<file path="src/rtl/mole_hit_scorer.sv">
// mole_hit_scorer: debounced whack-a-mole key judge with saturating hit/miss counters.
module mole_hit_scorer #(
  parameter int DEBOUNCE_CYCLES = 1_000_000,
  parameter int SCORE_W         = 8
) (
  input  logic               CLOCK_50,
  input  logic               RESET_N,
  input  logic [3:0]         KEY,
  input  logic [3:0]         mole,
  output logic               hit,
  output logic               miss,
  output logic [SCORE_W-1:0] score,
  output logic [SCORE_W-1:0] misses,
  output logic               armed
);
  localparam int CW = DEBOUNCE_CYCLES > 1 ? $clog2(DEBOUNCE_CYCLES) : 1;
  localparam logic [CW-1:0] CMAX = CW'(DEBOUNCE_CYCLES - 1);
  typedef enum logic [1:0] {IDLE, ARMED, LOCKED} state_t;
  logic [3:0]         r_sync1, r_sync2, r_stable, r_stable_d, r_press, r_mole_q;
  logic [CW-1:0]      r_cnt [4];
  state_t             r_state, w_eff, w_next;
  logic               r_hit, r_miss, r_armed, w_change, w_hit, w_miss;
  logic [SCORE_W-1:0] r_score, r_misses;
  // Press is registered once more after the stable-level edge so a key low
  // held from edge N is judged on edge N+DEBOUNCE_CYCLES+3.
  always_ff @(posedge CLOCK_50 or negedge RESET_N)
    if (!RESET_N) begin
      r_sync1    <= '1;
      r_sync2    <= '1;
      r_stable   <= '1;
      r_stable_d <= '1;
      r_press    <= '0;
      for (int i = 0; i < 4; i++) r_cnt[i] <= '0;
    end else begin
      r_sync1    <= KEY;
      r_sync2    <= r_sync1;
      r_stable_d <= r_stable;
      r_press    <= r_stable_d & ~r_stable;
      for (int i = 0; i < 4; i++)
        if (r_sync2[i] == r_stable[i]) r_cnt[i] <= '0;
        else if (r_cnt[i] == CMAX) begin
          r_stable[i] <= r_sync2[i];
          r_cnt[i]    <= '0;
        end else r_cnt[i] <= r_cnt[i] + 1'b1;
    end
  // A mole change retargets the FSM before the same-cycle press is judged.
  always_comb begin
    w_change = mole != r_mole_q;
    w_eff    = w_change ? (|mole ? ARMED : IDLE) : r_state;
    w_hit    = w_eff == ARMED && |(r_press & mole);
    w_miss   = |r_press && !w_hit && w_eff != LOCKED;
    w_next   = w_hit ? LOCKED : w_eff;
  end
  always_ff @(posedge CLOCK_50 or negedge RESET_N)
    if (!RESET_N) begin
      r_state  <= IDLE;
      r_mole_q <= '0;
      r_hit    <= 1'b0;
      r_miss   <= 1'b0;
      r_armed  <= 1'b0;
      r_score  <= '0;
      r_misses <= '0;
    end else begin
      r_state  <= w_next;
      r_mole_q <= mole;
      r_hit    <= w_hit;
      r_miss   <= w_miss;
      r_armed  <= r_state == ARMED;
      r_score  <= (w_hit && r_score != '1) ? r_score + 1'b1 : r_score;
      r_misses <= (w_miss && r_misses != '1) ? r_misses + 1'b1 : r_misses;
    end
  assign hit    = r_hit;
  assign miss   = r_miss;
  assign armed  = r_armed;
  assign score  = r_score;
  assign misses = r_misses;
endmodule
</file>
<file path="config.mk">
export PLATFORM = sky130hd
export DESIGN_NAME = mole_hit_scorer
export DESIGN_NICKNAME = d
export VERILOG_FILES = /design/src/rtl/mole_hit_scorer.sv
export SDC_FILE = /design/constraint.sdc
export NUM_CORES = 1
export LEC_CHECK = 0
export CORE_ASPECT_RATIO = 1.5
export CORE_MARGIN = 1.5
export CORE_UTILIZATION = 40
export CTS_CLUSTER_SIZE = 16
export DETAILED_ROUTE_END_ITERATION = 10
export PLACE_DENSITY_LB_ADDON = 0.2
export SLEW_MARGIN = 20
export SYNTH_ARGS = -nofsm -noshare
export SYNTH_HDL_FRONTEND = slang
export SYNTH_SLANG_ARGS = --single-unit
</file>
<file path="constraint.sdc">
create_clock -name CLOCK_50 -period 3.69 [get_ports CLOCK_50]
set_clock_uncertainty 0.1 [all_clocks]
set_input_delay 0.738 -clock CLOCK_50 [delete_from_list [all_inputs] [get_ports CLOCK_50]]
set_output_delay 0.738 -clock CLOCK_50 [all_outputs]
set_load 0.05 [all_outputs]
</file>
* Word level (Yosys, flattened, before mapping) *
Index checks and enable logic that the tools add are counted.

storage, ports and cells
  bits of input ports = 10
  flip-flop bits (word level) = 125
  output and inout port bits = 19

operators by class
  add/sub/neg operators = 6
  bitwise operators = 7
  multiplexer cells = 11
  reductions and logical operators = 13
  equal/unequal tests = 14

operators with widths
  operator                                       count
  2-to-1 mux 20 bit                              8
  adder 20 x 1 -> 20 bit, second input constant  4
  == test 20 bit, second input constant          4
  adder 8 x 1 -> 8 bit, second input constant    2
  inequality test 8 bit, second input constant   2
  OR reduction 4 bit                             3
  bitwise AND 4 bit                              2
  AND reduction 2 bit                            4
  logical AND 1 bit                              5
  == test 1 bit                                  4
  == test 2 x 1 -> 1 bit, second input constant  2
  2-to-1 mux 2 bit                               2
  inequality test 4 bit                          1
  inverter 1 bit                                 4
  inverter 4 bit                                 1
  inequality test 2 bit, second input constant   1
  zero test 1 bit                                1
  2-to-1 mux 1 bit                               1

* Depth between registers and ports, before layout *
  depth after elaboration = 9
  mapped depth = 8
  depth with buffers taken out = 6

* Worst setup path before layout *
OpenSTA, ideal clock, no wires.

  path kind = in2reg
  from = input port mole[0]
  to = register r_misses[1], in the netlist misses[1]
  buffers on the path = 1
  arrival = 2.088 ns
  stages = 6
  setup time = 0.125 ns
  slack = 1.377 ns
  data required time = 3.465 ns
  cells stage by stage = a22o_1 > a221oi_2 > o21ba_1 > buf_6 > nor4_4 > mux2_2

between the ends
  cells in the longest elaborated chain, start to end = 9

ends and longest elaborated chain
  item                    RTL line  source
  from (decl)             9         input logic [3:0] mole,
  OR reduction 4 bit      49        w_eff = w_change ? (|mole ? ARMED : IDLE) : r_state;
  2-to-1 mux 1 bit        49
  2-to-1 mux 2 bit        49
  == test 2 x 1 -> 1 bit  50        w_hit = w_eff == ARMED && |(r_press & mole);
  logical AND 1 bit       50
  zero test 1 bit         51        w_miss = |r_press && !w_hit && w_eff != LOCKED;
  logical AND 1 bit       51
  logical AND 1 bit *     51
  logical AND 1 bit *     70        r_misses <= (w_miss && r_misses != '1) ? r_misses + 1'b1 : r_misses;
  to (signal assigned)    70
  to (decl)               23        logic [SCORE_W-1:0] r_score, r_misses;

Every way passes the cells marked *; elsewhere a longest branch is shown, timed or not.
A chain may end at the register's enable or synchronous reset.

* Worst setup path after layout *
  from = input port mole[3]
  to = register r_misses[1], in the netlist misses[1]

The elaborated chain is that of the path after synthesis.

==> metrics <==
n_diodes=0; Slew @ Worst Pin=823.1 ps; Sink Count=125; fillers=1,231; setup_tns=0 ps; Final ANT Viol Nets=0; FF-to-FF setup slack=1410 ps; Layout area overhead=18.24%; first-pass GRT wire length=17,950 µm; HPWL after DPL=6795 µm; hold_ws=255.0 ps; crit end category=register; simple-gate area share of the yosys netlist=23.94%; IO Pins=29; Sw Ratio=20.28%; Tot GR Track Use=15.17%; Die ar.=14,820 µm²; # Post-CTS Setup Buffers=0; sequential share of the synthesized area=55.89%; top cells by area, synth=dfrtp_1 (48%), dfstp_2 (7.5%), xor2_1 (7.5%); Netlist cell types=39; post-cts gate resize count=0; final net count=579; commonest non-fill, non-tap cell in the layout=dfrtp_1; Slew Viols, Final=0; Routability Congestion=0.8065; hold_buf cts=0; initial drt markers=128; Reg clk slew, reported paths=50 ps; Sequential Power Share=44.7%; total CTS buffers=17; Hold WC Path Type=reg -> reg; status=complete, no violations; MaxCap Viol Count=0; final WL=9991 µm; final setup fails=0; M3 GR Usage=4.041%; post-synthesis cell area=5633 µm²; Relative slew margins=44.36%; Power per Cell Area=475.6 nW/µm²; worst skew pair latency=410 ps; Lkg Pwr=2.850 nW; commonest cells after routing, fill and taps aside=dfrtp_1 (109), nor2_1 (95), xor2_1 (48); critical path required time=3880 ps; CP peak stage delay=560 ps; Crit Path Max Fanout=17; critical path's top delay family=simple AND/OR/NAND/NOR gates; core area=13,600 µm²; Crit-path slowest cell=clkdlybuf4s50_1; vias in the first global route=3,994; flop and latch count out of synthesis=125; P_sw=0.6423 mW; Starting Density=41.42%; CP Cell Sequence=clkdlybuf4s50_1 -> xnor2_1 -> nand4_2 -> o21ba_1 -> nor4_4 -> mux2_2; GR Layer Usage met1=17.73%; Synth Area in Compound Gates=0.9996%; Synth Area in XOR/XNOR=14.15%; RSZ-0062 raised after global routing=false; crit path buf inv count=1; Horiz. Die Dim=99.89 µm; Max VDD drop=0.2749 mV; largest net degree at the start of global routing=60; top cell type's share of synthesized area=48.42%; Critical Path Source Type=input pin; Top Usage Layer GRT=met2; via/cell ratio=5.157; Async SR Flop Fraction=100.0%; initial antenna violation count=0; worst path arrival time=2910 ps; drt pass-1 iters=4; Final min period=2720 ps; YS warnings=0; Top FF cell, synth=dfrtp_1; layout cell share with drive strength beyond 1=11.46%; CTS Root Cell=clkbuf_16; Int Pwr=2.525 mW; Comb power frac=3.2%; EDFF count, synth=0; CTS tree=yes; chip height=148.3 µm; FP Rows=52; Setup CP Type=in -> reg; main combinational cell family by area after synthesis=simple AND/OR/NAND/NOR gates; Wirelength per Cell=13.54 µm; # DRC=0; number of hold violations in the final report=0; adder-cell area share of the yosys netlist=1.333%; PortBufs=28; routed vias=3,806; clock share of power=52.2%; GR Layer Usage met2=26.02%; Synth area leader=dfrtp_1; part of the cycle the worst path needs=73.71%; cells after synthesis=524; clock tree buffer depth=2; post-synthesis mux area share=1.799%; grt ovf=0; htree depth=4; Post-Syn Area per Cell=10.75 µm²; Synthesized Nets=540; fmax=0.3676 GHz
==> cell families (layout without fill, tap and decap cells) <==
family                   Yosys count  count (layout)
XOR/XNOR                          91              91
multiplexers                       9               9
AND/OR/NAND/NOR                  266             266
AO/OA/AOI/OAI                      7               7
adder cells (fa/ha/maj)            6               6
flip-flops                       125             125
buffers and inverters             20              72
==> registers in the layout (all words and copies together) (netlist names) <==
signal and count:
miss 1, hit 1, misses 8, r_sync1 4
r_state 2, r_sync2 4, r_mole_q 4, r_stable_d 4
armed 1, score 8, r_press 4, r_stable 4
r_cnt 80
==> layout make-up <==
class / count / area (µm²) / share of cell area (%)
clock inverters: 7 / 112.6 / 1.691
flip-flops and latches: 125 / 3148 / 47.27
well taps: 162 / 202.7 / 3.043
clock buffers: 25 / 475.5 / 7.139
repair buffers: 30 / 305.3 / 4.584
multi-input cells: 379 / 2379 / 35.71
inverters: 10 / 37.54 / 0.5636
==> synth_stat cells (2+ instances only) <==
library cell    n
nand3_1        42
xor2_1         48
ha_1            6
xnor2_1        43
buf_4           2
nor3_1         11
clkbuf_1        2
nand2b_1        3
dfstp_2        16
dfrtp_1       109
nor4bb_1        2
inv_1          10
and4_1          2
and3_1         23
mux2_2          9
nor2b_1         5
nor4b_1         4
buf_2           4
nor4_1         14
nor4_2          2
nand4_1        18
nand2_1        33
or2_2           5
nor2_1         95
o21ai_0         2
==> layer usage <==
layer / routed length (µm) / vias to the layer above
li1: - / 1852
met1: 4294 / 1886
met2: 5245 / 54
met3: 263 / 14
met4: 189 / 0
met5: 0 / -
==> power by group through the flow <==
stage / clock [mW] / combinational, mW / sequential, mW
2_1_floorplan: 0 / 0.0430 / 1.44
5_1_grt: 1.76 / 0.118 / 1.42
6_report: 1.65 / 0.101 / 1.41
4_1_cts: 1.71 / 0.105 / 1.41
3_5_place_dp: 0 / 0.105 / 1.44
3_3_place_gp: 0 / 0.103 / 1.44
==> through the flow <==
step,setup WS (ps),util [%],instances,power (mW),area (µm²)
final,970.0,48.98,738,3.167,6660
after floorplan,1377,-,524,1.486,5633
after global routing,810.9,48.98,738,3.291,6660
after detailed placement,540.3,44.65,706,1.542,6072
after CTS,971.9,48.98,738,3.225,6660
after global placement,617.0,44.65,706,1.540,6072
==> path summary, 6_finish.rpt <==
| check | from | end | depth (start not counted) |
|---|---|---|---|
| worst max register to register | r_press[0]$_DFF_PN0_ | misses[1]$_DFFE_PN0P_ | 5 |
| worst max-delay path | mole[3] | misses[1]$_DFFE_PN0P_ | 6 |
| min in group asynchronous | RESET_N | score[1]$_DFFE_PN0P_ | 1 |
| max in group asynchronous | RESET_N | r_stable[1]$_DFFE_PN1P_ | 2 |
| worst min-delay path | r_sync1[1]$_DFF_PN1_ | r_sync2[1]$_DFF_PN1_ | 0 |
| worst min register to register | r_sync1[1]$_DFF_PN1_ | r_sync2[1]$_DFF_PN1_ | 0 |
No activity file was read; power rests on OpenSTA's default activity.
